`src/rtl/demux_stream_n_if.sv`:
```
// Handshake bundle for demux_stream_n: one upstream valid/ready port
// and N downstream valid/ready channels packed side by side.
interface demux_stream_n_if #(
    parameter int W     = 16,
    parameter int N     = 4,
    parameter int SEL_W = 4
);
    logic [W-1:0]     input_data;
    logic [SEL_W-1:0] select;
    logic             input_valid;
    logic             input_ready;
    logic [N*W-1:0]   output_data;
    logic [N-1:0]     output_valid;
    logic [N-1:0]     output_ready;

    // Producer of words and consumer of the channels.
    modport master (
        output input_data,
        output select,
        output input_valid,
        output output_ready,
        input  input_ready,
        input  output_data,
        input  output_valid
    );

    // The demultiplexer itself.
    modport slave (
        input  input_data,
        input  select,
        input  input_valid,
        input  output_ready,
        output input_ready,
        output output_data,
        output output_valid
    );
endinterface

```
`src/rtl/demux_stream_n.sv`:
```
// Registered 1-to-N stream demultiplexer: each accepted word lands in the
// single-entry register of its selected channel; bad selects are dropped and counted.
module demux_stream_n #(
    parameter int W         = 16,
    parameter int N         = 4,
    parameter int SEL_W     = 4,
    parameter bit ZERO_IDLE = 1'b1
) (
    input  logic              clk,
    input  logic              rst_n,
    demux_stream_n_if.slave   s,
    input  logic              err_clear,
    output logic [7:0]        drop_count,
    output logic              sel_error
);

    logic [N-1:0][W-1:0] data_q;
    logic [N-1:0][W-1:0] data_d;
    logic [N-1:0]        valid_q;
    logic [N-1:0]        valid_d;
    logic [N-1:0]        sel_hit;
    logic                sel_ok;
    logic                accept;
    logic                bad_xfer;
    logic [7:0]          drop_q;
    logic [7:0]          drop_d;
    logic                sel_err_q;
    logic                sel_err_d;

    // One-hot decode of the select; an all-zero result marks an out-of-range select,
    // which avoids ever indexing a channel vector with an illegal value.
    always_comb begin
        sel_hit = '0;
        for (int k = 0; k < N; k++) begin
            sel_hit[k] = (s.select == SEL_W'(k));
        end
    end

    assign sel_ok = |sel_hit;

    // Ready looks only at the addressed channel, so a stalled channel never blocks others.
    assign s.input_ready = !sel_ok || |(sel_hit & (~valid_q | s.output_ready));
    assign accept        = s.input_valid && s.input_ready;
    assign bad_xfer      = s.input_valid && !sel_ok;

    // NOTE: every output of a combinational block gets a default first so no path can infer a latch.
    always_comb begin
        valid_d = valid_q;
        data_d  = data_q;
        for (int k = 0; k < N; k++) begin
            if (accept && sel_hit[k]) begin
                valid_d[k] = 1'b1;
                data_d[k]  = s.input_data;
            end else if (valid_q[k] && s.output_ready[k]) begin
                valid_d[k] = 1'b0;
                if (ZERO_IDLE) begin
                    data_d[k] = '0;
                end
            end
        end
    end

    // A clear coinciding with a bad transfer leaves exactly that one drop recorded.
    always_comb begin
        drop_d    = drop_q;
        sel_err_d = sel_err_q;
        if (err_clear) begin
            drop_d    = bad_xfer ? 8'd1 : 8'd0;
            sel_err_d = bad_xfer;
        end else if (bad_xfer) begin
            sel_err_d = 1'b1;
            if (drop_q != 8'hFF) begin
                drop_d = drop_q + 8'd1;
            end
        end
    end

    // NOTE: the data registers are reset too, because output_data must read zero during reset.
    always_ff @(posedge clk or negedge rst_n) begin
        if (!rst_n) begin
            valid_q   <= '0;
            data_q    <= '0;
            drop_q    <= 8'd0;
            sel_err_q <= 1'b0;
        end else begin
            valid_q   <= valid_d;
            data_q    <= data_d;
            drop_q    <= drop_d;
            sel_err_q <= sel_err_d;
        end
    end

    assign s.output_data  = data_q;
    assign s.output_valid = valid_q;
    assign drop_count     = drop_q;
    assign sel_error      = sel_err_q;

endmodule

```
`src/flat_wrapper.sv`:
```
// flat-port wrapper written by rule: the top's interface ports become plain ports
module demux_stream_n_flat 
#(
    parameter int W         = 16,
    parameter int N         = 4,
    parameter int SEL_W     = 4,
    parameter bit ZERO_IDLE = 1'b1
)
  (clk, rst_n, err_clear, drop_count, sel_error, s_input_data, s_select, s_input_valid, s_output_ready, s_input_ready, s_output_data, s_output_valid);
  demux_stream_n_if #(.W(W), .N(N), .SEL_W(SEL_W)) s_i ();
  input  logic clk;
  input  logic rst_n;
  input  logic err_clear;
  output logic [7:0] drop_count;
  output logic sel_error;
  input wire logic [$bits(s_i.input_data)-1:0] s_input_data;
  input wire logic [$bits(s_i.select)-1:0] s_select;
  input wire logic [$bits(s_i.input_valid)-1:0] s_input_valid;
  input wire logic [$bits(s_i.output_ready)-1:0] s_output_ready;
  output wire logic [$bits(s_i.input_ready)-1:0] s_input_ready;
  output wire logic [$bits(s_i.output_data)-1:0] s_output_data;
  output wire logic [$bits(s_i.output_valid)-1:0] s_output_valid;
  assign s_i.input_data = s_input_data;
  assign s_i.select = s_select;
  assign s_i.input_valid = s_input_valid;
  assign s_i.output_ready = s_output_ready;
  assign s_input_ready = s_i.input_ready;
  assign s_output_data = s_i.output_data;
  assign s_output_valid = s_i.output_valid;
  demux_stream_n #(.W(W), .N(N), .SEL_W(SEL_W), .ZERO_IDLE(ZERO_IDLE)) u_core (.clk(clk), .rst_n(rst_n), .s(s_i), .err_clear(err_clear), .drop_count(drop_count), .sel_error(sel_error));
endmodule
```
`config.mk`:
```
export PLATFORM = sky130hd
export DESIGN_NAME = demux_stream_n_flat
export DESIGN_NICKNAME = d
export VERILOG_FILES = /design/src/rtl/demux_stream_n_if.sv /design/src/rtl/demux_stream_n.sv /design/src/flat_wrapper.sv
export SDC_FILE = /design/constraint.sdc
export NUM_CORES = 1
export LEC_CHECK = 0
export ABC_AREA = 1
export BUFFER_PORTS_ARGS = -buffer_cell sky130_fd_sc_hd__buf_2
export CAP_MARGIN = 15
export CORE_MARGIN = 2
export CORE_UTILIZATION = 45
export DETAILED_ROUTE_END_ITERATION = 10
export PLACE_DENSITY = 0.85
export SETUP_SLACK_MARGIN = 0.02
export SLEW_MARGIN = 5
export SYNTH_ARGS = -nofsm -noshare
export SYNTH_HDL_FRONTEND = slang
export SYNTH_SLANG_ARGS = --single-unit
```
`constraint.sdc`:
```
create_clock -name clk -period 1.4 [get_ports clk]
set_input_delay 0.07 -clock clk [delete_from_list [all_inputs] [get_ports clk]]
set_output_delay 0.07 -clock clk [all_outputs]
set_load 0.01 [all_outputs]
```
Word-level counts from Yosys, hierarchy flattened
Index checks and enable logic that the tools add are counted.
- input bits: 28
- register bits: 77
- word-level logic and storage cells: 62
- output and inout bits: 78
- add/subtract/negate cells: 1
- muxes and demuxes: 22
- equality and inequality tests: 4
- reduce and logical (&&, ||, !) cells: 22
- bitwise operators: 3
- operator list (kind ; number):
    16-bit two-way mux ; 8
    8-bit two-way mux ; 3
    2-bit nonzero test ; 6
    1-bit two-way mux ; 11
    1-bit logical AND ; 10
    8-bit by 1-bit adder with 8-bit output (second input constant) ; 1
    4-bit by 2-bit == test with 1-bit output (second input constant) ; 2
    8-bit != test (second input constant) ; 1
    4-bit OR reduction ; 2
    4-bit bitwise AND ; 1
    4-bit by 1-bit == test with 1-bit output (second input constant) ; 1
    4-bit logical NOT ; 1
    4-bit NOT ; 1
    4-bit bitwise OR ; 1
    2-bit AND reduction ; 1
    1-bit logical NOT ; 1
    1-bit logical OR ; 1

Depth between registers and ports, before layout
Gate-level depths: netlist of run 1.
- depth in word-level cells: 8
- mapped depth: 10
- mapped depth without buffers: 9

Least setup slack after synthesis of run 1
Ideal clock, no wire load.
- path kind: register -> register
- from: register u_core.drop_q[0] (netlist: u_core.drop_count[0])
- to: register u_core.drop_q[6] (netlist: u_core.drop_count[6])
- setup time: 0.071 ns
- stages on the path, launching flop included: 9
- clock period less this slack: 1.471 ns
- arrival: 1.399 ns
- path slack: -0.071 ns
- data required time: 1.329 ns
- path buffers: 1
- cells stage by stage: dfrtp_1 ha_1 nand3_1 nor2_1 nand3_1 nand2_1 buf_4 o21ai_1 nor2_1
- word-level cells in the longest chain between the ends: 4
- elaborated cells between the ends (all ways): 7
- those cells by class: 1 x add/sub; 1 x eq/ne; 3 x mux; 2 x reduce/logical
- ends and longest elaborated chain (what ; RTL line ; RTL):
    start, declared ; demux_stream_n.sv:25 ; logic [7:0] drop_q;
    start signal, assigned ; demux_stream_n.sv:88 ; drop_q <= drop_d;
    8-bit by 1-bit adder with 8-bit output ; demux_stream_n.sv:73 ; drop_d = drop_q + 8'd1;
    8-bit two-way mux ; demux_stream_n.sv:72 ; if (drop_q != 8'hFF) begin
    8-bit two-way mux ; demux_stream_n.sv:70 ; end else if (bad_xfer) begin
    8-bit two-way mux ; demux_stream_n.sv:67 ; if (err_clear) begin
Parallel ways exist; a longest one is shown, timed or not. The select of a mux whose other input is x is not followed.
A chain may end at the register's enable or synchronous reset.

Worst setup path after layout of run 1
- from: register u_core.valid_q[0] (netlist: u_core.s.output_valid[0])
- to: output port s_input_ready
- word-level cells in the longest chain between the ends: 5
- ends and longest elaborated chain (what ; RTL line ; RTL):
    start, declared ; demux_stream_n.sv:19 ; logic [N-1:0] valid_q;
    start signal, assigned ; demux_stream_n.sv:86 ; valid_q <= valid_d;
    4-bit NOT ; demux_stream_n.sv:42 ; assign s.input_ready = !sel_ok || |(sel_hit & (~valid_q | s.output_ready));
    4-bit bitwise OR ; demux_stream_n.sv:42 ;
    4-bit bitwise AND ; demux_stream_n.sv:42 ;
    4-bit OR reduction ; demux_stream_n.sv:42 ;
    1-bit logical OR ; demux_stream_n.sv:42 ;
    end, declared ; flat_wrapper.sv:20 ; output wire logic [$bits(s_i.input_ready)-1:0] s_input_ready;
Every way passes these cells.

==> results.sh, run 1 <==
export IMPL_run_status="finished with violations"
export IMPL_violations="hold timing, setup timing"
export IMPL_design_area_mm2=0.004970
export IMPL_power_density_mw_per_mm2=1284
export IMPL_wl_per_cell_um=19.56
export IMPL_diodes=0
export IMPL_ir_drop_mv=0.6488
export IMPL_htree_num_levels=3
export IMPL_synth_cells=392
export IMPL_relSlewSlack_pct=67.24
export IMPL_clockRootBuffer="clkbuf_8"
export IMPL_dr_first_iter_drc_count=319
export IMPL_gp_congestion=0.8662
export IMPL_worstPathRequired_ps=1330
export IMPL_fin_crit_ps=1545
export IMPL_antenna_left=0
export IMPL_timing_critical_path_buf_inv=3
export IMPL_fin_crit_sh_pct=110.3
export IMPL_io_pins=106
export IMPL_dpl_instance_area_mm2=0.004273
export IMPL_setup_ws_ps=-144.6
export IMPL_die_h_um=93.91
export IMPL_fin_skew_ps=5.117
export IMPL_layout_common_cells="buf_2 (102), nand2_1 (92), dfrtp_1 (76)"
export IMPL_ys_warn_count=0
export IMPL_setup_tns_ps=-3785
export IMPL_rsz0062_at_grt="true"
export IMPL_routed_wirelength_mm=12.36
export IMPL_grt_pass1_vias=3382
export IMPL_layout_commonest_cell="buf_2"
export IMPL_dr_pass1_iters=5
export IMPL_yosys_area_share_xor_xnor_pct=0.4816
export IMPL_synth_adder_area_share_pct=0.3440
export IMPL_grt_pass1_wl_mm=17.21
export IMPL_clock_latency_ps=360
export IMPL_slowest_delay_ps=400
export IMPL_ys_seq_elements=77
export IMPL_die_area_mm2=0.008818
export IMPL_cp_start_kind="flop"
export IMPL_synth_top_family_by_area="simple AND/OR/NAND/NOR gates"
export IMPL_dp_hpwl_mm=7.171
export IMPL_coreArea_mm2=0.007767
export IMPL_finalSetupViolations=66
export IMPL_grt_ovfl_total=0
export IMPL_hold_slack_ps=-4.414
export IMPL_clk_path_buf_depth=2
export IMPL_cpMostUsedCell="nor2_4"
export IMPL_start_util_pct=46.83
export IMPL_min_path_type="in2reg"
export IMPL_p_leak_nw=2.619
export IMPL_avgSynthCellArea_um2=9.279
export IMPL_grt_use_total_pct=25.45
export IMPL_io_buffers=105
export IMPL_synth_distinct_cells=28
export IMPL_grt_max_degree=78
export IMPL_avgViaCountPerCell=6.005
export IMPL_final_nets=554
export IMPL_core_rowCount=32
export IMPL_cts_sinks=77
export IMPL_syn_num_nets=421
export IMPL_ys_seq_area_share_pct=52.98
export IMPL_synth_simple_area_share_pct=36.19
export IMPL_slew_viol_final=0
export IMPL_crit_path_end_kind="output port"
export IMPL_synthesis_area_mm2=0.003637
export IMPL_dieWidth_um=93.91
export IMPL_drive_gt1_share_pct=38.49
export IMPL_path_cells="inv_2 > nor2_4 > nor2_4 > nor2_4 > nand2_8 > buf_6 > buf_6"
export IMPL_crit_type="reg2out"
export IMPL_clkTransAtPathRegs_ps=90
export IMPL_cpLargestDelayFamily="simple AND/OR/NAND/NOR gates"
export IMPL_tightest_slew_ps=489.9
export IMPL_remaining_drc_errors=0
export IMPL_synth_area_mux_share_pct=0
export IMPL_maxCapViolCount=0
export IMPL_grt_antenna_before_repair=0
export IMPL_worstPathMaxFanout=3
export IMPL_area_growth_pct=36.64
export IMPL_vias=3795
export IMPL_fmax_mhz=647.4
export IMPL_hold_viol=1
export IMPL_arrival_ps=1470
export IMPL_cts_tree="built"
export IMPL_cp_slowest_cell="dfrtp_1"
export IMPL_fin_util_pct=63.98
export IMPL_cts_inserted_buffers=9
export IMPL_synth_compound_area_share_pct=1.926
==> layout make-up <==
type	count	area [um^2]
Fill cell	631	2798
Sequential cell	77	1928
Multi-Input combinational cell	278	1674
Timing Repair Buffer	142	929.6
Tap cell	102	127.6
Clock buffer	9	123.9
Clock inverter	7	122.6
Inverter	17	63.81
==> Yosys cell counts, drive strengths merged <==
cell type  number  area, um^2
a21oi           1       5.000
a31oi           1       6.260
buf            24       215.2
clkbuf          4       15.01
dfrtp          77        1927
ha              1       12.51
inv            17       63.81
nand2          96       376.6
nand3          75       425.4
nand4          65       406.6
nor2           17       86.33
nor3            2       21.27
o21ai           8       43.79
o31ai           2       15.01
xnor2           2       17.52
==> worst register-to-register path, delay by kind of cell (launching register included) <==
family | cells | cell delay [ps]
flip-flops | 1 | 400
AND/OR/NAND/NOR | 6 | 610
buffers and inverters | 3 | 410
==> kinds of logic after synthesis <==
| group | after synthesis |
|---|---|
| buf+inv | 45 |
| xor+xnor | 2 |
| simple gates | 255 |
| compound gates | 12 |
| fa+ha+maj | 1 |
| flops | 77 |
==> per-stage QoR <==
step	instances	setup WS, ps	total power [W]
after global placement	591	28.07	0.004090
after detailed placement	591	-49.05	0.004147
final	632	-144.6	0.006379
after global routing	632	-178.0	0.006631
after CTS	620	-107.6	0.006263
after floorplan	392	28.67	0.003490
==> state kept, by name (all words and copies together), names as in the netlist <==
register               cells
u_core.drop_count          8
u_core.s.output_data      64
u_core.s.output_valid      4
u_core.sel_error           1
==> what timing repair did <==
item                                    in CTS  in global routing
gates cloned                                 2                  8
resized for setup                           13                 28
buffers inserted                             6                  4
endpoints found under the setup margin      71                 77
pin swaps                                    5                  8
hold buffers                                 5                  0
hold endpoints to repair                    82                  0
==> power breakdown <==
| part | total (W) | switching, W | internal, W |
|---|---|---|---|
| Clock | 0.00210 | 0.000904 | 0.00119 |
| Sequential | 0.00284 | 0.000248 | 0.00259 |
| Combinational | 0.00145 | 0.000855 | 0.000591 |
| Total | 0.00638 | 0.00201 | 0.00437 |
==> per-layer routing <==
layer,share of wire (%),GRT usage (%),routed length [um],up-vias
met5,0,0,0,-
met4,2.7,10.02,338,0
met3,10,4.735,1282,42
met2,49,40.42,6001,275
met1,38,34.62,4740,1820
li1,-,-,-,1658
==> final timing paths <==
check / start / endpoint / slack [ps] / cells past startpoint
setup / recovery: u_core.s.output_valid[0]$_DFFE_PN0P_ / s_input_ready / -140 / 7
hold / removal: s_output_ready[2] / u_core.s.output_valid[2]$_DFFE_PN0P_ / -4 / 4
setup reg to reg: u_core.s.output_valid[0]$_DFFE_PN0P_ / u_core.s.output_data[15]$_DFFE_PN0P_ / -120 / 9
hold reg to reg: u_core.s.output_data[32]$_DFFE_PN0P_ / u_core.s.output_data[32]$_DFFE_PN0P_ / 500 / 2
max in group asynchronous: rst_n / u_core.s.output_data[51]$_DFFE_PN0P_ / 810 / 3
min in group asynchronous: rst_n / u_core.drop_count[5]$_DFFE_PN0P_ / 250 / 3
Power figures use the tool's default switching activity.
==> run 2: changes to the inputs <==
--- a/config.mk
+++ b/config.mk
@@ -11,7 +11,7 @@
 export CORE_MARGIN = 2
 export CORE_UTILIZATION = 45
 export DETAILED_ROUTE_END_ITERATION = 10
-export PLACE_DENSITY = 0.85
+export PLACE_DENSITY = 0.74
 export SETUP_SLACK_MARGIN = 0.02
 export SLEW_MARGIN = 5
 export SYNTH_ARGS = -nofsm -noshare
==> results.sh, run 2 (synthesis results as in run 1) <==
export IMPL_worstPathMaxFanout=3
export IMPL_layout_commonest_cell="buf_2"
export IMPL_p_leak_nw=2.597
export IMPL_die_h_um=93.91
export IMPL_worstPathRequired_ps=1330
export IMPL_cp_start_kind="flop"
export IMPL_cts_tree="built"
export IMPL_hold_slack_ps=9.711
export IMPL_pwr_share_seq_pct=48.6
export IMPL_dr_first_iter_drc_count=281
export IMPL_start_util_pct=46.83
export IMPL_switchingPower_w=0.001977
export IMPL_fin_crit_sh_pct=108.7
export IMPL_pre_cts_slack_ps=-12.95
export IMPL_grt_pass1_wl_mm=17.14
export IMPL_pwr_share_comb_pct=24.3
export IMPL_grt_ovfl_total=0
export IMPL_dp_hpwl_mm=7.228
export IMPL_drive_gt1_share_pct=38.11
export IMPL_fillers=668
export IMPL_grt_max_degree=72
export IMPL_diodes=0
export IMPL_crit_type="reg2out"
export IMPL_crit_path_end_kind="output port"
export IMPL_finalSetupViolations=58
export IMPL_gp_congestion=0.8505
export IMPL_min_path_type="in2reg"
export IMPL_htree_num_levels=3
export IMPL_remaining_drc_errors=0
export IMPL_clock_latency_ps=360
export IMPL_core_rowCount=32
export IMPL_dr_pass1_iters=7
export IMPL_io_buffers=105
export IMPL_register_area_mm2=0.001927
export IMPL_wl_per_cell_um=17.61
export IMPL_largest_reg_flops=64
export IMPL_ir_drop_mv=0.5518
export IMPL_vias=3565
export IMPL_power_frac_clock_pct=27.1
export IMPL_cts_sinks=77
export IMPL_coreArea_mm2=0.007767
export IMPL_dieWidth_um=93.91
export IMPL_grt_antenna_before_repair=0
export IMPL_clk_path_buf_depth=2
export IMPL_grt_pass1_vias=3365
export IMPL_hold_viol=0
export IMPL_internal_power_w=0.003847
export IMPL_die_area_mm2=0.008818
export IMPL_fin_skew_ps=15.18
export IMPL_final_nets=554
export IMPL_arrival_ps=1450
export IMPL_run_status="finished with violations"
export IMPL_area_growth_pct=34.67
export IMPL_clockRootBuffer="clkbuf_8"
export IMPL_violations="setup timing"
export IMPL_multi_input_area_mm2=0.001660
export IMPL_cts_inserted_buffers=9
export IMPL_avgViaCountPerCell=5.641
export IMPL_setup_ws_ps=-121.3
export IMPL_layout_common_cells="buf_2 (103), nand2_1 (92), dfrtp_1 (77)"
export IMPL_routed_wirelength_mm=11.13
export IMPL_fin_crit_ps=1521
export IMPL_tightest_slew_ps=424.4
export IMPL_slew_viol_final=0
export IMPL_fmax_mhz=657.3
export IMPL_fin_util_pct=63.06
export IMPL_clkTransAtPathRegs_ps=100
export IMPL_switching_share_pct=33.95
export IMPL_grt_use_total_pct=25.19
export IMPL_power_density_mw_per_mm2=1189
export IMPL_io_pins=106
export IMPL_relSlewSlack_pct=71.68
export IMPL_rsz0062_at_grt="true"
export IMPL_antenna_left=0
export IMPL_maxCapViolCount=0
[run 2: cell types whose count changed in the layout (fill, tap and decap cells not counted), moves of 2 or more]
cell	change
nand3_1	+2
nand3_2	-5
o21ai_1	+3
bufinv_16	-3
o21ai_0	-3
[run 2: critical path, stage by stage (launching register included)]
cell and delay (ps):
dfrtp_1 380, inv_2 70, nor2_4 120, nor2_2 60, nor2_4 150, nand2_8 70
buf_8 120, buf_6 110
[run 2: stage by stage]
stage | power, W | setup TNS, ps | area, um^2 | std cells
global route | 0.006125 | -7246 | 4898 | 632
global placement | 0.004109 | 0 | 4300 | 593
finish | 0.005824 | -2110 | 4898 | 632
detailed placement | 0.004145 | -18.68 | 4300 | 593
floorplan | 0.003490 | 0 | 3664 | 392
CTS | 0.005751 | -5046 | 4657 | 622
[run 2: worst paths after layout]
kind / startpoint / slack, ps / endpoint / cells past startpoint
max: u_core.s.output_valid[0]$_DFFE_PN0P_ / -120 / s_input_ready / 7
min: s_input_data[11] / 10 / u_core.s.output_data[11]$_DFFE_PN0P_ / 3
max reg2reg: u_core.s.output_valid[0]$_DFFE_PN0P_ / -100 / u_core.s.output_data[15]$_DFFE_PN0P_ / 9
min reg2reg: u_core.sel_error$_DFFE_PN0P_ / 490 / u_core.sel_error$_DFFE_PN0P_ / 2
max in group asynchronous: rst_n / 690 / u_core.s.output_data[2]$_DFFE_PN0P_ / 3
min in group asynchronous: rst_n / 170 / u_core.drop_count[7]$_DFFE_PN0P_ / 2
[run 2: final cells by class]
| cell class | instances | area share (%) |
|---|---|---|
| sequential | 77 | 39.34 |
| multi-input combinational | 276 | 33.90 |
| timing repair buffer | 144 | 19.16 |
| tap | 102 | 2.605 |
| clock buffer | 9 | 2.529 |
| inverter | 17 | 1.303 |
| clock inverter | 7 | 1.175 |
[run 2: what timing repair did]
action,4_1_cts,5_1_grt
endpoints found under the setup margin,40,77
buffers inserted,5,6
resized for setup,13,32
hold buffers,5,0
gates cloned,3,4
pin swaps,5,13
endpoints found under the hold margin,67,0
[run 2: metal layers]
| metal | wire length (um) | part of all wire (%) | track usage, % | vias up |
|---|---|---|---|---|
| li1 | - | - | - | 1656 |
| met1 | 4777 | 43 | 36.51 | 1720 |
| met2 | 5145 | 46 | 37.98 | 168 |
| met3 | 986 | 8.9 | 5.939 | 21 |
| met4 | 222 | 2.0 | 7.005 | 0 |
| met5 | 0 | 0 | 0 | - |
[run 2: power by group through the flow]
stage	clock network [W]	registers, W	logic (W)
2_1_floorplan	0	0.00300	0.000489
3_3_place_gp	0	0.00285	0.00126
3_5_place_dp	0	0.00285	0.00130
4_1_cts	0.00160	0.00281	0.00134
5_1_grt	0.00169	0.00287	0.00156
6_report	0.00158	0.00283	0.00141
